**src/rtl/controle_multiciclo.sv**
```systemverilog
// Multi-cycle sequencer: walks the datapath through fetch/decode/execute/memory/writeback,
// handling memory wait states with a timeout and trapping on illegal instructions.
module controle_multiciclo #(
  parameter logic [6:0] R_TYPE      = 7'b0110011,
  parameter logic [6:0] ARITMETIC_I = 7'b0010011,
  parameter logic [6:0] LOAD_TYPE   = 7'b0000011,
  parameter logic [6:0] STORE_TYPE  = 7'b0100011,
  parameter logic [6:0] SUBI        = 7'b0011111,
  parameter int         TIMEOUT     = 15,
  parameter int         COUNT_WIDTH = 32
) (
  input  logic                   clock,
  input  logic                   reset,
  input  logic                   start,
  input  logic [31:0]            instrucao,
  input  logic                   mem_ready,
  output logic                   mem_req,
  output logic                   mem_we,
  output logic                   addr_sel,
  output logic                   ir_en,
  output logic                   pc_en,
  output logic                   reg_we,
  output logic [1:0]             op_ula,
  output logic                   ula_entry,
  output logic                   operation_type,
  output logic                   busy,
  output logic                   trap,
  output logic [1:0]             trap_cause,
  output logic [COUNT_WIDTH-1:0] instret,
  output logic [2:0]             estado
);
  localparam logic [2:0] S_IDLE = 3'd0, S_FETCH = 3'd1, S_DECODE = 3'd2, S_EXECUTE = 3'd3,
                         S_MEMORY = 3'd4, S_WRITEBACK = 3'd5, S_TRAP = 3'd7;
  localparam logic [7:0] TMO = 8'(TIMEOUT);
  localparam logic [COUNT_WIDTH-1:0] ONE = {{(COUNT_WIDTH-1){1'b0}}, 1'b1};

  logic [2:0]             state_q, state_d;
  logic [1:0]             op_ula_q, op_ula_d;
  logic                   ula_entry_q, ula_entry_d;
  logic                   op_type_q, op_type_d;
  logic                   is_load_q, is_load_d;
  logic                   is_store_q, is_store_d;
  logic [7:0]             wait_q, wait_d;
  logic [1:0]             cause_q, cause_d;
  logic [COUNT_WIDTH-1:0] instret_q, instret_d;

  logic [6:0] opcode;
  logic [2:0] funct3;
  logic [6:0] funct7;
  logic       dec_ok, dec_ue, dec_ot, dec_ld, dec_st;
  logic [1:0] dec_op;

  assign opcode = instrucao[6:0];
  assign funct3 = instrucao[14:12];
  assign funct7 = instrucao[31:25];

  always_comb begin
    dec_ok = 1'b0;
    dec_op = op_ula_q;
    dec_ue = ula_entry_q;
    dec_ot = op_type_q;
    dec_ld = 1'b0;
    dec_st = 1'b0;
    case (opcode)
      R_TYPE: begin
        dec_ue = 1'b1;
        dec_ot = 1'b1;
        if (funct3 == 3'b000 && funct7 == 7'b0000000) begin dec_op = 2'b01; dec_ok = 1'b1; end
        else if (funct3 == 3'b000 && funct7 == 7'b0100000) begin dec_op = 2'b00; dec_ok = 1'b1; end
        else if (funct3 == 3'b010 && funct7 == 7'b0000000) begin dec_op = 2'b11; dec_ok = 1'b1; end
      end
      ARITMETIC_I: begin
        dec_ue = 1'b0;
        dec_ot = 1'b1;
        if (funct3 == 3'b000) begin dec_op = 2'b01; dec_ok = 1'b1; end
        else if (funct3 == 3'b010) begin dec_op = 2'b11; dec_ok = 1'b1; end
      end
      LOAD_TYPE:  begin dec_op = 2'b01; dec_ue = 1'b0; dec_ot = 1'b0; dec_ld = 1'b1; dec_ok = 1'b1; end
      STORE_TYPE: begin dec_op = 2'b01; dec_ue = 1'b0; dec_ot = 1'b0; dec_st = 1'b1; dec_ok = 1'b1; end
      SUBI:       begin dec_op = 2'b00; dec_ue = 1'b0; dec_ot = 1'b1; dec_ok = 1'b1; end
      default:    dec_ok = 1'b0;
    endcase
  end

  always_comb begin
    state_d     = state_q;
    op_ula_d    = op_ula_q;
    ula_entry_d = ula_entry_q;
    op_type_d   = op_type_q;
    is_load_d   = is_load_q;
    is_store_d  = is_store_q;
    wait_d      = wait_q;
    cause_d     = cause_q;
    instret_d   = instret_q;
    mem_req     = 1'b0;
    mem_we      = 1'b0;
    addr_sel    = 1'b0;
    ir_en       = 1'b0;
    pc_en       = 1'b0;
    reg_we      = 1'b0;
    case (state_q)
      S_IDLE: if (start) begin state_d = S_FETCH; wait_d = 8'd0; end
      S_FETCH: begin
        mem_req = 1'b1;
        ir_en   = mem_ready;
        if (mem_ready) state_d = S_DECODE;
        else if (wait_q == TMO) begin state_d = S_TRAP; cause_d = 2'b10; end
        else wait_d = wait_q + 8'd1;
      end
      S_DECODE: begin
        if (dec_ok) begin
          state_d     = S_EXECUTE;
          op_ula_d    = dec_op;
          ula_entry_d = dec_ue;
          op_type_d   = dec_ot;
          is_load_d   = dec_ld;
          is_store_d  = dec_st;
        end else begin
          state_d = S_TRAP;
          cause_d = 2'b01;
        end
      end
      S_EXECUTE: begin
        if (is_load_q || is_store_q) begin state_d = S_MEMORY; wait_d = 8'd0; end
        else state_d = S_WRITEBACK;
      end
      S_MEMORY: begin
        mem_req  = 1'b1;
        addr_sel = 1'b1;
        mem_we   = is_store_q;
        if (mem_ready) begin
          if (is_store_q) begin
            // A store retires here; it has nothing to write back.
            pc_en     = 1'b1;
            instret_d = instret_q + ONE;
            state_d   = S_FETCH;
            wait_d    = 8'd0;
          end else state_d = S_WRITEBACK;
        end else if (wait_q == TMO) begin state_d = S_TRAP; cause_d = 2'b10; end
        else wait_d = wait_q + 8'd1;
      end
      S_WRITEBACK: begin
        reg_we    = 1'b1;
        pc_en     = 1'b1;
        instret_d = instret_q + ONE;
        state_d   = S_FETCH;
        wait_d    = 8'd0;
      end
      S_TRAP:  state_d = S_TRAP;
      default: state_d = S_IDLE;
    endcase
  end

  always_ff @(posedge clock) begin
    if (reset) begin
      state_q     <= S_IDLE;
      op_ula_q    <= 2'b00;
      ula_entry_q <= 1'b0;
      op_type_q   <= 1'b0;
      is_load_q   <= 1'b0;
      is_store_q  <= 1'b0;
      wait_q      <= 8'd0;
      cause_q     <= 2'b00;
      instret_q   <= '0;
    end else begin
      state_q     <= state_d;
      op_ula_q    <= op_ula_d;
      ula_entry_q <= ula_entry_d;
      op_type_q   <= op_type_d;
      is_load_q   <= is_load_d;
      is_store_q  <= is_store_d;
      wait_q      <= wait_d;
      cause_q     <= cause_d;
      instret_q   <= instret_d;
    end
  end

  assign op_ula         = op_ula_q;
  assign ula_entry      = ula_entry_q;
  assign operation_type = op_type_q;
  assign busy           = (state_q != S_IDLE) && (state_q != S_TRAP);
  assign trap           = (state_q == S_TRAP);
  assign trap_cause     = cause_q;
  assign instret        = instret_q;
  assign estado         = state_q;
endmodule

```
**config.mk**
```make
export PLATFORM = sky130hd
export DESIGN_NAME = controle_multiciclo
export DESIGN_NICKNAME = d
export VERILOG_FILES = /design/src/rtl/controle_multiciclo.sv
export SDC_FILE = /design/constraint.sdc
export NUM_CORES = 1
export LEC_CHECK = 0
export BUFFER_PORTS_ARGS = -buffer_cell sky130_fd_sc_hd__buf_2
export CORE_MARGIN = 5
export CORE_UTILIZATION = 39
export DETAILED_ROUTE_END_ITERATION = 8
export PLACE_DENSITY_LB_ADDON = 0.15
export SLEW_MARGIN = 20
export SYNTH_ARGS = -nofsm -noshare
export SYNTH_HDL_FRONTEND = slang
export SYNTH_SLANG_ARGS = --single-unit
```
**constraint.sdc**
```tcl
create_clock -name clock -period 2.25 [get_ports clock]
set_clock_uncertainty 0.05 [all_clocks]
set_input_delay 0.45 -clock clock [delete_from_list [all_inputs] [get_ports clock]]
set_output_delay 0.45 -clock clock [all_outputs]
set_load 0.02 [all_outputs]
```
==> metrics.txt <==
outcome completed; vias in the first global route 2513; Post-Synthesis Mean Instance Area 8.008 um2; total of max-cap violations 0; Power Dens Cells 514.3 mW/mm2; GRT Resource Usage Total 15.30%; Synth Instances around 330; CTS resizes 0; n_diodes 0; WL final 6386 um; Overflow after GRT 0; yosys warns 0; Hold Path Depth 3; Req. time, crit path 2.42 ns; Die X 92.57 um; largest net degree at the start of global routing 37; FP Rows 30; TritonRoute pass-1 iters 4; Die H 92.57 um; Num CTS Buffers 5; area grow syn2layout 22.26%; port bufs 69; overall power 1.672 mW; R2R depth 6; Worst Tran Pin Value approximately 0.66 ns; H-tree levels 2; Setup WS post-layout 0.2772 ns; root buf cell clkbuf_8; kind of critical path flop to flop; Setup WS pre-CTS 0.09084 ns; footprint of the multi-input gates 0.001543 mm2; Hold WC Path Type input pin to flop; global-route wire length before repair roughly 11000 um; Leak 1.309 nW; #FFs+latches synth 51; Hold Vio Cnt, Final 0; Syn Std Cell Area 0.002659 mm2; Post-synth EDFFs 0; fraction of layout instances using a drive strength above 1 24.45%; Slew Limit Fails 0; post-CTS setup buffer count 0; die area ~0.0086 mm2; critical path endpoint category flop; remaining antenna violation count after routing 0; Max-Slew Margin vs Limit 56.10%; CP arrival between 2 and 2.5 ns; later-pin clock latency in the skew report 0.30 ns; fin area 0.003251 mm2; gp weighted congestion 0.8236; wire length per cell about 13 um; clock sinks 51; core area 0.006719 mm2; Max Freq around 0.5 GHz; Placed Area 0.003152 mm2; Mapped Nets 370; Critical Path Source Type flop; IR drop worst, VDD about 0.26 mV; Seq/Total Area, Yosys roughly two fifths; DR vias 2636; Finish-stage setup viols 0; Starting Density between 30 and 40%; Async SR Flop Fraction 0%; clock slew at reported path FFs 0.09 ns; CTS tree built; period utilization 87.68%; FF/Latch Area 0.001021 mm2; initial DRC count 70; Main synth FF type dfxtp_1; antenna violations before repair 0; Fill cells 659; I/O pins 85; setup_tns 0 ns; Vias per Instance 5.391; fin crit period just under 2 ns; Longest Clk Path Bufs 2; Core Util, Final roughly half; RSZ-0062 raised after global routing false; drt drc 0; Yosys cell types 47; final net count 446; crit path max fanout 5; hold-fix buffers at CTS 0; post-DP HPWL 4783 um
routing by layer:
metal / global-route usage, % / wire length [um] / vias to the layer above
met2: 25.02 / 2946 / 54
met5: 0 / 0 / -
met4: 4.827 / 66 / 0
met3: 3.249 / 318 / 4
li1: - / - / 1349
met1: 20.10 / 3055 / 1229
cell usage after synthesis (3+ instances only):
cell / count / area, um2
a211oi_1: 3 / 22.52
a21oi_1: 22 / 110.1
a311oi_1: 3 / 26.28
and2_1: 4 / 25.02
and3_1: 5 / 31.28
and4_1: 6 / 52.55
buf_2: 4 / 20.02
clkbuf_1: 10 / 37.54
dfxtp_1: 51 / 1021
inv_1: 10 / 37.54
nand2_1: 29 / 108.9
nand2b_1: 7 / 43.79
nand3_1: 16 / 80.08
nand4_1: 9 / 56.30
nor2_1: 38 / 142.6
nor3_1: 17 / 85.08
nor4_1: 12 / 75.07
o21ai_0: 16 / 80.08
or2_2: 3 / 18.77
or3_1: 9 / 56.30
xnor2_1: 16 / 140.1
xor2_1: 10 / 87.58
metrics by stage:
| stage | instances | hold WS, ns |
|---|---|---|
| after floorplan | 332 | 0.3935 |
| after global placement | 481 | 0.3978 |
| after detailed placement | 481 | 0.4025 |
| after CTS | 489 | 0.3613 |
| after global routing | 489 | 0.3700 |
| final | 489 | 0.3682 |
cell families after synthesis:
family	after synthesis	share of synthesized area, %
simple gates	168	33.60
compound gates	60	14.50
flops	51	38.40
xor+xnor	26	8.564
buf+inv	24	3.577
fa+ha+maj	2	0.9410
mux	1	0.4235
report_power, final:
part	internal (mW)	total, mW	switching (mW)
combinational	0.0729	0.197	0.124
sequential	0.909	0.917	0.00784
clock	0.252	0.557	0.306
total	1.23	1.67	0.438
registers in the layout (all words and copies together), names as in the netlist:
signal,cells
instret,32
is_load_q,1
is_store_q,1
operation_type,1
ula_entry,1
estado,3
wait_q,8
op_ula,2
trap_cause,2
final cells by class:
| cell class | instances | share of cell area (%) |
|---|---|---|
| sequential | 51 | 31.41 |
| multi-input combinational | 257 | 47.46 |
| tap | 80 | 3.079 |
| clock inverter | 2 | 0.5004 |
| inverter | 10 | 1.155 |
| clock buffer | 6 | 2.540 |
| timing repair buffer | 83 | 13.86 |
worst max-delay path: stages, from the launching register on:
cell and delay, ns:
dfxtp_1 0.35, ha_1 0.25, and4b_1 0.24, a221oi_4 0.29, nand3_2 0.15, or4_1 0.48, o21ai_0 0.09
worst paths after layout:
kind | end | startpoint | slack, ns
worst max-delay path | wait_q[5]$_SDFFE_PP0P_ | wait_q[0]$_SDFFE_PP0P_ | 0.28
worst min-delay path | op_ula[1]$_SDFFE_PP0P_ | instrucao[13] | 0.37
worst max register to register | wait_q[5]$_SDFFE_PP0P_ | wait_q[0]$_SDFFE_PP0P_ | 0.28
worst min register to register | trap_cause[0]$_SDFFE_PP0P_ | trap_cause[0]$_SDFFE_PP0P_ | 0.42
cell usage in the layout, fill, tap and decap left out, types with 14 or more instances in the layout:
cell	n
nor3_1	17
dfxtp_1	51
nand2_1	29
xnor2_1	16
o21ai_0	16
buf_4	14
nand3_1	16
a21oi_1	22
nor2_1	38
buf_2	69
Note: power is estimated with default switching activity, not from simulation.
